--- config.mk ---
export PLATFORM = sky130hd
export DESIGN_NAME = c4_board_engine_flat
export DESIGN_NICKNAME = d
export VERILOG_FILES = /design/src/rtl/c4_board_engine_if.sv /design/src/rtl/c4_board_engine.sv /design/src/flat_wrapper.sv
export SDC_FILE = /design/constraint.sdc
export NUM_CORES = 1
export LEC_CHECK = 0
export BUFFER_PORTS_ARGS = -buffer_cell sky130_fd_sc_hd__buf_2
export CELL_PAD_IN_SITES_DETAIL_PLACEMENT = 1
export CELL_PAD_IN_SITES_GLOBAL_PLACEMENT = 1
export CORE_ASPECT_RATIO = 0.5
export CORE_MARGIN = 3
export CORE_UTILIZATION = 52
export CTS_BUF_LIST = sky130_fd_sc_hd__clkbuf_2
export DETAILED_ROUTE_END_ITERATION = 10
export HOLD_SLACK_MARGIN = 0.06
export PLACE_DENSITY_LB_ADDON = 0.1
export SYNTH_ARGS = -nofsm -noshare
export SYNTH_HDL_FRONTEND = slang
export SYNTH_SLANG_ARGS = --single-unit
export TNS_END_PERCENT = 100
--- constraint.sdc ---
create_clock -name clk -period 16.85 [get_ports clk]
set_input_delay 1.685 -clock clk [delete_from_list [all_inputs] [get_ports clk]]
set_output_delay 1.685 -clock clk [all_outputs]
set_load 0.005 [all_outputs]
--- src/rtl/c4_board_engine_if.sv ---
// Command/response bundle between the Connect-Four turn controller and the board engine.
//   master : controller side (drives col, player and the three command strobes)
//   slave  : board engine side (drives move_ok, busy, check_done, win, full and the bitmaps)
// Board bitmaps: cell (r,c) is bit r*COLS+c, row 0 at the bottom, column 0 leftmost.
interface c4_board_engine_if #(
  parameter int unsigned ROWS = 6,
  parameter int unsigned COLS = 7
);
  logic [2:0]           col;
  logic                 player;
  logic                 en_load;
  logic                 en_check;
  logic                 en_comp_board;
  logic                 move_ok;
  logic                 busy;
  logic                 check_done;
  logic                 win;
  logic                 full;
  logic [ROWS*COLS-1:0] board_p1;
  logic [ROWS*COLS-1:0] board_p2;

  modport master (
    output col, player, en_load, en_check, en_comp_board,
    input  move_ok, busy, check_done, win, full, board_p1, board_p2
  );

  modport slave (
    input  col, player, en_load, en_check, en_comp_board,
    output move_ok, busy, check_done, win, full, board_p1, board_p2
  );
endinterface

--- src/rtl/c4_board_engine.sv ---
// Connect-Four board datapath and win/full responder.
// Stores both players' occupancy bitmaps and per-column stack heights, drops pieces on
// en_load, scans the four lines through the last placed piece on en_check (one cell per
// cycle, busy high while scanning, check_done pulsed afterwards) and latches full on
// en_comp_board.
// Ports:
//   clk  : system clock, rising edge
//   rst  : asynchronous, active-high reset
//   bus  : c4_board_engine_if slave modport (commands in, status and bitmaps out)
module c4_board_engine #(
  parameter int unsigned ROWS = 6,
  parameter int unsigned COLS = 7
) (
  input logic              clk,
  input logic              rst,
  c4_board_engine_if.slave bus
);
  localparam int unsigned CELLS  = ROWS * COLS;
  localparam int unsigned IW     = $clog2(CELLS);
  localparam logic [2:0]  ROWS_H = 3'(ROWS);

  typedef enum logic [1:0] {StIdle, StScan, StDone} state_e;
  typedef enum logic [1:0] {DirH, DirV, DirD, DirA} dir_e;

  logic [CELLS-1:0] board_p1_q, board_p2_q;
  logic [2:0]       height_q [COLS];
  logic [2:0]       last_row_q, last_col_q;
  logic             last_player_q, has_last_q;
  state_e           state_q, state_d;
  dir_e             dir_q, dir_d;
  logic             sense_q, sense_d;   // 0: positive offsets, 1: negated offsets
  logic [1:0]       step_q, step_d;     // distance k = 1..3 from the last piece
  logic [2:0]       count_q, count_d;   // line length including the last piece
  logic             win_q, win_d;
  logic             full_q;

  logic [2:0]       height_sel;
  logic             col_valid, move_ok, load_fire, all_full;
  logic [IW-1:0]    load_idx, scan_idx;
  int               dr, dc, scan_r, scan_c;
  logic             in_bounds, hit;
  logic [CELLS-1:0] own_board;
  logic [2:0]       count_hit;

  // Selected column height; out-of-range columns read as invalid.
  always_comb begin
    height_sel = '0;
    col_valid  = 1'b0;
    for (int c = 0; c < int'(COLS); c++) begin
      if (bus.col == 3'(c)) begin
        height_sel = height_q[c];
        col_valid  = 1'b1;
      end
    end
  end

  assign move_ok   = col_valid && (height_sel < ROWS_H);
  assign load_fire = bus.en_load && move_ok && (state_q != StScan);
  assign load_idx  = IW'(int'(height_sel) * int'(COLS) + int'(bus.col));

  always_comb begin
    all_full = 1'b1;
    for (int c = 0; c < int'(COLS); c++) begin
      if (height_q[c] != ROWS_H) all_full = 1'b0;
    end
  end

  // Cell under examination: last piece plus step * direction, sign flipped for the
  // negative sense.
  always_comb begin
    dr = 0;
    dc = 0;
    unique case (dir_q)
      DirH: begin dr = 0; dc = 1;  end
      DirV: begin dr = 1; dc = 0;  end
      DirD: begin dr = 1; dc = 1;  end
      DirA: begin dr = 1; dc = -1; end
      default: ;
    endcase
    if (sense_q) begin
      dr = -dr;
      dc = -dc;
    end
    scan_r    = int'(last_row_q) + int'(step_q) * dr;
    scan_c    = int'(last_col_q) + int'(step_q) * dc;
    in_bounds = (scan_r >= 0) && (scan_r < int'(ROWS)) &&
                (scan_c >= 0) && (scan_c < int'(COLS));
    scan_idx  = in_bounds ? IW'(scan_r * int'(COLS) + scan_c) : '0;
    own_board = last_player_q ? board_p2_q : board_p1_q;
    hit       = in_bounds && own_board[scan_idx];
    count_hit = hit ? count_q + 3'd1 : count_q;
  end

  always_comb begin
    state_d = state_q;
    dir_d   = dir_q;
    sense_d = sense_q;
    step_d  = step_q;
    count_d = count_q;
    win_d   = win_q;
    unique case (state_q)
      StIdle: begin
        // A simultaneous load takes priority; the check is dropped.
        if (bus.en_check && !bus.en_load) begin
          if (has_last_q) begin
            state_d = StScan;
            dir_d   = DirH;
            sense_d = 1'b0;
            step_d  = 2'd1;
            count_d = 3'd1;
          end else begin
            state_d = StDone;
          end
        end
      end
      StScan: begin
        count_d = count_hit;
        if (hit && step_q != 2'd3) begin
          step_d = step_q + 2'd1;
        end else if (!sense_q) begin
          sense_d = 1'b1;
          step_d  = 2'd1;
        end else begin
          // Both senses of this direction done.
          sense_d = 1'b0;
          step_d  = 2'd1;
          if (count_hit >= 3'd4) begin
            win_d   = 1'b1;
            state_d = StDone;
          end else begin
            count_d = 3'd1;
            if (dir_q == DirA) state_d = StDone;
            else               dir_d   = dir_e'(dir_q + 2'd1);
          end
        end
      end
      StDone:  state_d = StIdle;
      default: state_d = StIdle;
    endcase
  end

  always_ff @(posedge clk or posedge rst) begin
    if (rst) begin
      board_p1_q    <= '0;
      board_p2_q    <= '0;
      for (int c = 0; c < int'(COLS); c++) height_q[c] <= '0;
      last_row_q    <= '0;
      last_col_q    <= '0;
      last_player_q <= 1'b0;
      has_last_q    <= 1'b0;
      state_q       <= StIdle;
      dir_q         <= DirH;
      sense_q       <= 1'b0;
      step_q        <= 2'd1;
      count_q       <= 3'd1;
      win_q         <= 1'b0;
      full_q        <= 1'b0;
    end else begin
      state_q <= state_d;
      dir_q   <= dir_d;
      sense_q <= sense_d;
      step_q  <= step_d;
      count_q <= count_d;
      win_q   <= win_d;
      if (bus.en_comp_board) full_q <= all_full;
      if (load_fire) begin
        if (bus.player) board_p2_q[load_idx] <= 1'b1;
        else            board_p1_q[load_idx] <= 1'b1;
        for (int c = 0; c < int'(COLS); c++) begin
          if (bus.col == 3'(c)) height_q[c] <= height_q[c] + 3'd1;
        end
        last_row_q    <= height_sel;
        last_col_q    <= bus.col;
        last_player_q <= bus.player;
        has_last_q    <= 1'b1;
      end
    end
  end

  assign bus.move_ok    = move_ok;
  assign bus.busy       = (state_q == StScan);
  assign bus.check_done = (state_q == StDone);
  assign bus.win        = win_q;
  assign bus.full       = full_q;
  assign bus.board_p1   = board_p1_q;
  assign bus.board_p2   = board_p2_q;
endmodule

--- src/flat_wrapper.sv ---
// flat-port wrapper written by rule: the top's interface ports become plain ports
module c4_board_engine_flat 
#(
  parameter int unsigned ROWS = 6,
  parameter int unsigned COLS = 7
)
  (clk, rst, bus_col, bus_player, bus_en_load, bus_en_check, bus_en_comp_board, bus_move_ok, bus_busy, bus_check_done, bus_win, bus_full, bus_board_p1, bus_board_p2);
  c4_board_engine_if #(.ROWS(ROWS), .COLS(COLS)) bus_i ();
  input logic clk;
  input logic rst;
  input wire logic [$bits(bus_i.col)-1:0] bus_col;
  input wire logic [$bits(bus_i.player)-1:0] bus_player;
  input wire logic [$bits(bus_i.en_load)-1:0] bus_en_load;
  input wire logic [$bits(bus_i.en_check)-1:0] bus_en_check;
  input wire logic [$bits(bus_i.en_comp_board)-1:0] bus_en_comp_board;
  output wire logic [$bits(bus_i.move_ok)-1:0] bus_move_ok;
  output wire logic [$bits(bus_i.busy)-1:0] bus_busy;
  output wire logic [$bits(bus_i.check_done)-1:0] bus_check_done;
  output wire logic [$bits(bus_i.win)-1:0] bus_win;
  output wire logic [$bits(bus_i.full)-1:0] bus_full;
  output wire logic [$bits(bus_i.board_p1)-1:0] bus_board_p1;
  output wire logic [$bits(bus_i.board_p2)-1:0] bus_board_p2;
  assign bus_i.col = bus_col;
  assign bus_i.player = bus_player;
  assign bus_i.en_load = bus_en_load;
  assign bus_i.en_check = bus_en_check;
  assign bus_i.en_comp_board = bus_en_comp_board;
  assign bus_move_ok = bus_i.move_ok;
  assign bus_busy = bus_i.busy;
  assign bus_check_done = bus_i.check_done;
  assign bus_win = bus_i.win;
  assign bus_full = bus_i.full;
  assign bus_board_p1 = bus_i.board_p1;
  assign bus_board_p2 = bus_i.board_p2;
  c4_board_engine #(.ROWS(ROWS), .COLS(COLS)) u_core (.clk(clk), .rst(rst), .bus(bus_i));
endmodule
==> results.md <==
* H-Tree Depth at 4
* All-Layer GR Usage at 0.306
* Total of max-cap violations at 0
* Die area at 0.0202 mm²
* Fin. max-slew vios at 0
* Worst slew pin tran at 997 ps
* HPWL after DPL at 23.2 mm
* WP depth at 25
* Vias at 8291
* Area Overhead vs Synth at 8.96%
* Buf/Inv on CP at 3
* Root Buffer Master: clkbuf_2
* Number of setup violations in the final report at 0
* Syn Nets at 1119
* R2R Setup Slk at 9250 ps
* Clock Sink Count at 125
* Worst setup SP type: register
* First-pass GRT wire length at 48.1 mm
* Cells after Synth at 991
* Initial Utilization at 0.542
* Die width at 198 µm
* Fin crit share at 0.451
* Core area at 0.0177 mm²
* Resize count post-CTS at 0
* Nets@finish at 1199
* Via/cell ratio at 6.29
* Synth warn at 0
* Vias in the first global route at 8727
* Design area at 0.0104 mm²
* Required time worst endpoint at 17450 ps
* Worst setup path end: u_core.dir_q[0]
* Die height at 102 µm
* Clock Path Buffers at 2
* Top delay family on crit path: adder cells
* Setup repair bufs after CTS at 0
* Hold Crit Class: register to register
* # IOs at 98
* GP Congestion at 0.936
* N_diodes at 0
* Worst-skew pair later-pin latency at 710 ps
* Final min period at 7600 ps
* Drt first pass iters at 5
* CP max FO at 7
* Row count at 34
* CTS clk-pin slew, worst paths at 210 ps
* Synth Area per Inst at 9.67 µm²
* Unique masters post-synth at 79
* IO buf count at 97
* Post-synth top flop: dfrtp_1
* Slowest stage delay, CP at 670 ps
* Hold_ws at 504 ps
* Yosys top cell by area: dfrtp_1
* Overflow after GRT at 0
* Max Fclk at 132 MHz
* Share of cells above drive strength 1 at 0.163
* Critical path class: register to register
* Top post-synthesis cells by area: dfrtp_1 (32%), ha_1 (13%), o21bai_1 (6.8%)
* Most frequent cells in the layout: dfrtp_1 (123), ha_1 (99), buf_2 (97), nand2_1 (93), o21bai_1 (87)
* R2r worst-path depth at 25
* Sequential area share after synthesis at 0.327
* Cell area after synthesis at 0.00958 mm²
* Reg-to-Reg End: u_core.dir_q[0]
* Hold Buf Count CTS at 0
* Routed WL per cell at 22.6 µm
* Critical path's slowest cell: fa_1
* CP startpoint: u_core.dir_q[0]
* Arrival time worst endpoint at 8200 ps
* Most common cell after layout, fill and taps aside: dfrtp_1
* Status: completed
* RSZ-0062 raised after global routing: false
* Antenna-violating nets left at 0
* Top cell type's share of synthesized area at 0.321
* Final core occ at 0.590
* Drt first-iter violations at 551
* Largest net degree at the start of global routing at 78
* Rel. slew slack at 0.335
* DRT Wirelength at 29.9 mm
* Crit. End Element: register
* Final Skew at 35.1 ps
* Initial antenna violation count at 1
* Final setup TNS at 0 ps
* CTS tree: done
* DRC viols at 0
* Placed instance area at 0.0102 mm²
* Async S/R FF share, synth at 1.00
* RR Startpoint: u_core.dir_q[0]
* Number of synthesized flops with an enable pin at 0
* Fill cells at 2060
* Final Hold Fails at 0
* Yosys reg bits at 125
* TritonCTS buffer count at 17
through the flow:
step           setup WS, ps  instances
6_report               9250       1318
5_1_grt                8680       1318
4_1_cts                9220       1318
3_5_place_dp           9290       1286
3_3_place_gp           9560       1286
2_1_floorplan         10040        991
worst min-delay path by stage:
stage	from	endpoint	cells past startpoint
final	u_core.bus.win	u_core.bus.win	1
after global placement	u_core.bus.win	u_core.bus.win	1
after global routing	u_core.bus.win	u_core.bus.win	1
after detailed placement	u_core.bus.win	u_core.bus.win	1
after floorplan	u_core.last_col_q[0]	u_core.last_col_q[0]	2
after CTS	u_core.bus.win	u_core.bus.win	1
flip-flops by register name, summed over array words and instances (netlist names), 2 cells and up:
name                 count
u_core.bus.board_p1     42
u_core.bus.board_p2     42
u_core.count_q           3
u_core.dir_q             2
u_core.height_q         21
u_core.last_col_q        3
u_core.last_row_q        3
u_core.state_q           2
u_core.step_q            2
cell usage after synthesis (3+ instances only):
cell / instances
o41ai_1: 4
or2_2: 3
o211a_1: 5
or3b_2: 3
nand3b_1: 8
mux4_2: 20
o311a_1: 3
nand2_1: 93
a21oi_2: 3
xor2_1: 9
ha_1: 99
a21oi_1: 39
o21ai_0: 37
and3_1: 8
o21a_1: 7
o21bai_1: 87
a211o_1: 3
dfrtp_1: 123
a22oi_1: 4
nor2b_1: 20
xnor2_1: 28
o211ai_1: 7
o221ai_1: 4
or4_1: 9
nor4_1: 10
nor3_1: 14
inv_1: 67
or3_1: 6
and2_1: 7
clkbuf_1: 27
fa_1: 20
a31oi_1: 7
a21o_1: 11
nand2b_1: 15
buf_1: 5
o22ai_1: 5
o21ai_1: 10
nand3_1: 32
a311oi_1: 3
buf_2: 4
mux2i_1: 13
nor2_1: 41
a211oi_1: 7
nand4_1: 15
final cells by class:
type                            instances  area, µm²  area share
Sequential cell                       125       3130       0.300
Clock inverter                         14        135      0.0129
Timing Repair Buffer                  101        515      0.0494
Multi-Input combinational cell        758       6020       0.577
Clock buffer                           18       90.1     0.00863
Tap cell                              234        293      0.0280
Inverter                               68        258      0.0247
logic make-up after synthesis:
family,after synthesis,share of synthesized area
buffers and inverters,108,0.0452
multiplexers,35,0.0629
AO/OA/AOI/OAI,275,0.205
adder cells (fa/ha/maj),119,0.171
XOR/XNOR,38,0.0362
flip-flops,125,0.327
AND/OR/NAND/NOR,291,0.154
per-layer routing:
layer / track usage / wire length (µm) / vias up
met5: 0 / 20 / -
met4: 0.0885 / 660 / 2
met3: 0.0567 / 1620 / 42
met2: 0.533 / 14800 / 247
met1: 0.396 / 12700 / 4229
li1: - / - / 3771
Power is not shown: default switching activity piles up to over one toggle a cycle in this logic, so the estimate is an artifact.
